<file path="config.mk">
export PLATFORM = sky130hd
export DESIGN_NAME = alu_share_arbiter_flat
export DESIGN_NICKNAME = d
export VERILOG_FILES = /design/src/rtl/alu_share_arbiter_pkg.sv /design/src/rtl/alu_share_arbiter_if.sv /design/src/rtl/alu_share_arbiter_rr_picker.sv /design/src/rtl/alu_share_arbiter.sv /design/src/flat_wrapper.sv
export SDC_FILE = /design/constraint.sdc
export NUM_CORES = 1
export LEC_CHECK = 0
export ABC_AREA = 1
export CORE_ASPECT_RATIO = 0.75
export CORE_MARGIN = 4
export CORE_UTILIZATION = 25
export DETAILED_ROUTE_END_ITERATION = 10
export PLACE_DENSITY_LB_ADDON = 0.25
export SLEW_MARGIN = 10
export SYNTH_ARGS = -nofsm -noshare
export SYNTH_HDL_FRONTEND = slang
export SYNTH_SLANG_ARGS = --single-unit
</file>
<file path="constraint.sdc">
create_clock -name clk -period 1.9 [get_ports clk]
set_input_delay 0.285 -clock clk [delete_from_list [all_inputs] [get_ports clk]]
set_output_delay 0.285 -clock clk [all_outputs]
set_load 0.01 [all_outputs]
</file>
<file path="src/rtl/alu_share_arbiter_pkg.sv">
// Shared definitions for the two-port ALU sharing sequencer:
// widths, ALU opcode encodings, FSM states and the opcode legality check.
package alu_share_arbiter_pkg;

  localparam int DATA_W = 32;
  localparam int OP_W   = 3;

  typedef enum logic [OP_W-1:0] {
    OP_AND = 3'b000,
    OP_OR  = 3'b001,
    OP_ADD = 3'b010,
    OP_SUB = 3'b110,
    OP_SLT = 3'b111
  } alu_op_e;

  typedef enum logic [1:0] {
    ST_IDLE = 2'b00,
    ST_EXEC = 2'b01,
    ST_RESP = 2'b10
  } state_e;

  function automatic logic op_legal(input logic [OP_W-1:0] op);
    case (op)
      OP_AND, OP_OR, OP_ADD, OP_SUB, OP_SLT: return 1'b1;
      default:                               return 1'b0;
    endcase
  endfunction

endpackage

</file>
<file path="src/rtl/alu_share_arbiter_if.sv">
// Request/response bundle for both ports of the ALU sharing sequencer.
// Index 0 is the main datapath, index 1 the auxiliary unit.
interface alu_share_arbiter_if;
  import alu_share_arbiter_pkg::*;

  logic [1:0]                  req_valid;
  logic [1:0]                  req_ready;
  logic [1:0][DATA_W-1:0]      req_a;
  logic [1:0][DATA_W-1:0]      req_b;
  logic [1:0][OP_W-1:0]        req_op;
  logic [1:0]                  rsp_valid;
  logic [1:0]                  rsp_ready;
  logic [DATA_W-1:0]           rsp_result;
  logic                        rsp_zero;
  logic                        rsp_err;

  modport master (
    output req_valid, req_a, req_b, req_op, rsp_ready,
    input  req_ready, rsp_valid, rsp_result, rsp_zero, rsp_err
  );

  modport slave (
    input  req_valid, req_a, req_b, req_op, rsp_ready,
    output req_ready, rsp_valid, rsp_result, rsp_zero, rsp_err
  );

endinterface

</file>
<file path="src/rtl/alu_share_arbiter_rr_picker.sv">
// Two-way round-robin picker: a lone requester always wins; on a tie the
// port named by ptr wins.
module alu_rr_picker (
  input  logic [1:0] valid,
  input  logic       ptr,
  output logic [1:0] grant
);

  // NOTE: every always_comb output gets a default first so no path leaves it unassigned (no latch).
  always_comb begin
    grant = valid;
    if (&valid) grant = ptr ? 2'b10 : 2'b01;
  end

endmodule

</file>
<file path="src/rtl/alu_share_arbiter.sv">
// Sequencer sharing one external combinational ALU between two requesters:
// accept one op, present registered operands for a cycle, return the result.
module alu_share_arbiter
  import alu_share_arbiter_pkg::*;
(
  input  logic              clk,
  input  logic              rst_n,
  alu_share_arbiter_if.slave bus,
  output logic [DATA_W-1:0] alu_a,
  output logic [DATA_W-1:0] alu_b,
  output logic [OP_W-1:0]   alu_op,
  input  logic [DATA_W-1:0] alu_o,
  input  logic              alu_zero
);

  state_e            state_q, state_d;
  logic              owner_q;
  logic              rr_ptr_q;
  logic [1:0]        grant;
  logic              grant_port;
  logic              accept;
  logic [DATA_W-1:0] result_q;
  logic              zero_q;
  logic              err_q;

  alu_rr_picker u_picker (
    .valid (bus.req_valid),
    .ptr   (rr_ptr_q),
    .grant (grant)
  );

  assign grant_port = grant[1];

  always_comb begin
    state_d       = state_q;
    accept        = 1'b0;
    bus.req_ready = 2'b00;
    bus.rsp_valid = 2'b00;
    unique case (state_q)
      ST_IDLE: begin
        bus.req_ready = grant;
        accept        = |grant;
        if (accept) state_d = ST_EXEC;
      end
      ST_EXEC: state_d = ST_RESP;
      ST_RESP: begin
        bus.rsp_valid[owner_q] = 1'b1;
        if (bus.rsp_ready[owner_q]) state_d = ST_IDLE;
      end
      default: state_d = ST_IDLE;
    endcase
  end

  // NOTE: sequential state uses non-blocking assignments so every register samples pre-edge values.
  always_ff @(posedge clk or negedge rst_n) begin
    if (!rst_n) begin
      state_q  <= ST_IDLE;
      owner_q  <= 1'b0;
      rr_ptr_q <= 1'b0;
      alu_a    <= '0;
      alu_b    <= '0;
      alu_op   <= '0;
      result_q <= '0;
      zero_q   <= 1'b0;
      err_q    <= 1'b0;
    end else begin
      state_q <= state_d;
      if (accept) begin
        alu_a   <= bus.req_a[grant_port];
        alu_b   <= bus.req_b[grant_port];
        alu_op  <= bus.req_op[grant_port];
        owner_q <= grant_port;
      end
      if (state_q == ST_EXEC) begin
        rr_ptr_q <= ~owner_q;
        // Illegal opcodes ignore whatever the ALU drives and report a flagged zero.
        if (op_legal(alu_op)) begin
          result_q <= alu_o;
          zero_q   <= alu_zero;
          err_q    <= 1'b0;
        end else begin
          result_q <= '0;
          zero_q   <= 1'b1;
          err_q    <= 1'b1;
        end
      end
    end
  end

  assign bus.rsp_result = result_q;
  assign bus.rsp_zero   = zero_q;
  assign bus.rsp_err    = err_q;

endmodule

</file>
<file path="src/flat_wrapper.sv">
// flat-port wrapper written by rule: the top's interface ports become plain ports
module alu_share_arbiter_flat import alu_share_arbiter_pkg::*;
  (clk, rst_n, alu_a, alu_b, alu_op, alu_o, alu_zero, bus_req_valid, bus_req_a, bus_req_b, bus_req_op, bus_rsp_ready, bus_req_ready, bus_rsp_valid, bus_rsp_result, bus_rsp_zero, bus_rsp_err);
  alu_share_arbiter_if bus_i ();
  input  logic clk;
  input  logic rst_n;
  output logic [DATA_W-1:0] alu_a;
  output logic [DATA_W-1:0] alu_b;
  output logic [OP_W-1:0] alu_op;
  input  logic [DATA_W-1:0] alu_o;
  input  logic alu_zero;
  input wire logic [$bits(bus_i.req_valid)-1:0] bus_req_valid;
  input wire logic [$bits(bus_i.req_a)-1:0] bus_req_a;
  input wire logic [$bits(bus_i.req_b)-1:0] bus_req_b;
  input wire logic [$bits(bus_i.req_op)-1:0] bus_req_op;
  input wire logic [$bits(bus_i.rsp_ready)-1:0] bus_rsp_ready;
  output wire logic [$bits(bus_i.req_ready)-1:0] bus_req_ready;
  output wire logic [$bits(bus_i.rsp_valid)-1:0] bus_rsp_valid;
  output wire logic [$bits(bus_i.rsp_result)-1:0] bus_rsp_result;
  output wire logic [$bits(bus_i.rsp_zero)-1:0] bus_rsp_zero;
  output wire logic [$bits(bus_i.rsp_err)-1:0] bus_rsp_err;
  assign bus_i.req_valid = bus_req_valid;
  assign bus_i.req_a = bus_req_a;
  assign bus_i.req_b = bus_req_b;
  assign bus_i.req_op = bus_req_op;
  assign bus_i.rsp_ready = bus_rsp_ready;
  assign bus_req_ready = bus_i.req_ready;
  assign bus_rsp_valid = bus_i.rsp_valid;
  assign bus_rsp_result = bus_i.rsp_result;
  assign bus_rsp_zero = bus_i.rsp_zero;
  assign bus_rsp_err = bus_i.rsp_err;
  alu_share_arbiter u_core (.clk(clk), .rst_n(rst_n), .bus(bus_i), .alu_a(alu_a), .alu_b(alu_b), .alu_op(alu_op), .alu_o(alu_o), .alu_zero(alu_zero));
endmodule
</file>
==> results.yml <==
status:
  status: "finished, final reports clean"
worst_setup_path:
  worstSetupPathType: "flip-flop to output port"
  crit_chain: "inv_1, nor2_2, inv_1, nor2_1, dlygate4sd2_1"
  cp-start-kind: "flip-flop"
  required_ns: 1.62
  critical_path.max_fanout: 3
  arrival_ns: 1.42
  slowest_delay_ns: 0.41
  path_buf_inv: 3
  critPathSlowestCell: "dfrtp_1"
  critPathTopFamily: "buffers and inverters"
  cp_common_cell: "inv_1"
  endpoint_kind: "output port"
power:
  p_leak_nw: 4.16
  power.internal_w: 0.00709
  p_comb_frac: 0.509
  netSwitchingPower_w: 0.00445
  ir_worst_vdd_v: 0.000527
  power_density_nw_per_um2: 1390
  power_frac_clock: 0.157
  sw_frac_of_total: 0.386
  seqPwrFrac: 0.334
clock_tree:
  cts.sinks: 105
  cts_tree: "yes"
  clockBufferDepth: 2
  clkLatencyLatePin_ns: 0.35
  cts_made_buffers: 9
  ctsRootBufferMaster: "clkbuf_16"
  clk_pin_slew_ns: 0.08
  htree_levels: 3
  post-cts-setup-buffers: 0
sta:
  rsz0062_at_grt: "false"
  hold_viol_final: 0
  slew_violations: 0
  fin_crit_sh: 0.896
  setup_ws_ns: 0.197
  skew_ns: 0.00797
  maxSlewHeadroom: 0.699
  worst_pin_slew_ns: 0.452
  setup_viol: 0
  clock.fmax_mhz: 587
  tns_ns: 0
  fin_crit_ns: 1.70
synth:
  synth.most_common_cell: "nand2_1"
  synth.yosys.seq_area_share: 0.526
  synth.net_count: 857
  synth_area_leaders: "dfrtp_1 (53%), nand2_1 (33%), nand3_1 (7.0%)"
  synth_largest_area_cell: "dfrtp_1"
  synth.distinct_cells: 16
  ys_ff_latch: 105
  synthTopCellsByCount: "nand2_1 (439), dfrtp_1 (105), nand3_1 (70), buf_2 (17), clkbuf_1 (12)"
  syn_area_sq_um: 4990
  synth_top_area_share: 0.526
  synthArstFlopShare: 1.00
  synth_edf_count: 0
  syn_area_per_cell_sq_um: 7.30
  synthCells: 684
  ys_warn_count: 0
  synth_ff_type: "dfrtp_1"
detailed_routing:
  num_vias: 5113
  wl_per_cell_um: 14.7
  initialDrtViolationCount: 271
  viasPerCell: 4.24
  drtAntennaViolNets: 0
  totalWireLength_mm: 17.8
  post-route-drc-count: 0
  drt_pass1_iterations: 6
final_layout:
  fin_util: 0.427
  fill_cells: 1972
  layout-drive-gt1-share: 0.0441
  layoutNonFillerInstCount: 1205
  n_antenna_cell: 0
  syn2layout_area_growth_pct: 66.8
  nets: 1120
floorplanning:
  die_w_um: 171
  placementRows: 44
  initial_utilization: 0.256
  ioPinCount: 278
  die-area_sq_um: 22300
  fp.dieH_um: 130
  core-area_sq_um: 19500
placed_design:
  dp_hpwl_mm: 12.8
  gp_congestion: 0.762
  dp_slack_ns: 0.0336
  dp.cells: 1188
  port_buffers: 277
grt:
  grt_pass1_vias: 5088
  antenna_found_initial: 0
  grt_pass1_wl_mm: 27.2
  grt_overflow: 0
  grt_max_degree: 68
  grt.total_usage: 0.154
hold_path:
  hp-class: "input port to asynchronous set/reset pin"
job:
  drv_cap: 0
-- worst paths after layout --
kind / cells after the start / slack (ns) / startpoint / endpoint
max: 5 / 0.20 / u_core.state_q[1]$_DFFE_PN0P_ / bus_rsp_valid[1]
min: 2 / 0.28 / rst_n / u_core.alu_b[7]$_DFFE_PN0P_
max reg2reg: 6 / 0.39 / u_core.state_q[1]$_DFFE_PN0P_ / u_core.bus.rsp_result[23]$_DFFE_PN0N_
min reg2reg: 2 / 0.48 / u_core.alu_a[1]$_DFFE_PN0P_ / u_core.alu_a[1]$_DFFE_PN0P_
max in group asynchronous: 3 / 1.08 / rst_n / u_core.alu_a[9]$_DFFE_PN0P_
min in group clk: 3 / 0.33 / bus_req_valid[1] / u_core.owner_q$_DFFE_PN0P_
-- power groups by stage --
stage | sequential [W] | combinational, W | clock, W
finish | 0.00386 | 0.00587 | 0.00181
global route | 0.00400 | 0.00652 | 0.00200
CTS | 0.00386 | 0.00601 | 0.00191
detailed placement | 0.00386 | 0.00601 | 0
global placement | 0.00385 | 0.00600 | 0
floorplan | 0.00432 | 0.00227 | 0
-- kinds of logic after synthesis --
| group | synth area share |
|---|---|
| AND/OR/NAND/NOR | 0.413 |
| flip-flops | 0.526 |
| buffers and inverters | 0.0539 |
| AO/OA/AOI/OAI | 0.00652 |
-- sequential cells by signal (all words and copies together) (netlist names) --
name,flops
u_core.alu_a,32
u_core.alu_b,32
u_core.alu_op,3
u_core.bus.rsp_err,1
u_core.bus.rsp_result,32
u_core.bus.rsp_zero,1
u_core.owner_q,1
u_core.rr_ptr_q,1
u_core.state_q,2
-- cell usage in the layout, fill, tap and decap left out --
cell,n
o21ai_4,1
nand3_1,70
inv_1,9
nor2_1,8
dlygate4sd3_1,1
nor2_4,1
buf_12,5
dfrtp_1,105
nand2_2,3
a31oi_1,1
inv_2,1
clkinv_4,1
inv_6,2
clkbuf_8,1
buf_2,1
clkinvlp_4,3
buf_4,12
clkdlybuf4s50_1,271
o21ai_0,2
clkbuf_16,9
nor2_2,2
dlygate4sd2_1,4
nand2_1,439
-- area by class of cell --
cell class / instances / area, sq um / area share
Clock inverter: 6 / 48.8 / 0.00586
Tap cell: 253 / 317 / 0.0380
Multi-Input combinational cell: 527 / 2100 / 0.253
Inverter: 10 / 37.5 / 0.00451
Clock buffer: 10 / 239 / 0.0287
Sequential cell: 105 / 2630 / 0.316
Timing Repair Buffer: 294 / 2950 / 0.355
-- through the flow --
step	hold slack [ns]	power (W)	area [sq um]
floorplan	-0.0106	0.00659	4990
detailed placement	0.100	0.00988	8030
CTS	0.261	0.0118	8320
global placement	0.0983	0.00986	8030
global route	0.265	0.0125	8330
finish	0.284	0.0115	8330
-- per-layer routing --
layer / global-route usage / vias up / share of wire
met5: 0 / - / 0
met4: 0.0359 / 0 / 0.0079
met3: 0.0559 / 11 / 0.099
met2: 0.249 / 189 / 0.44
met1: 0.199 / 2298 / 0.45
li1: - / 2615 / -
-- worst register-to-register path, cell delays in order, from the launching register on --
cell and delay (ns):
dfrtp_1 0.42, inv_1 0.12, nand2_2 0.21, nor2_2 0.16
buf_4 0.34, nand2_1 0.13, nand2_1 0.09
-- timing repair --
action,CTS,global route
endpoints found under the hold margin,97,0
gates resized for setup,5,1
endpoints found under the setup margin,4,1
hold buffers,1,0
Power figures use the tool's default switching activity.
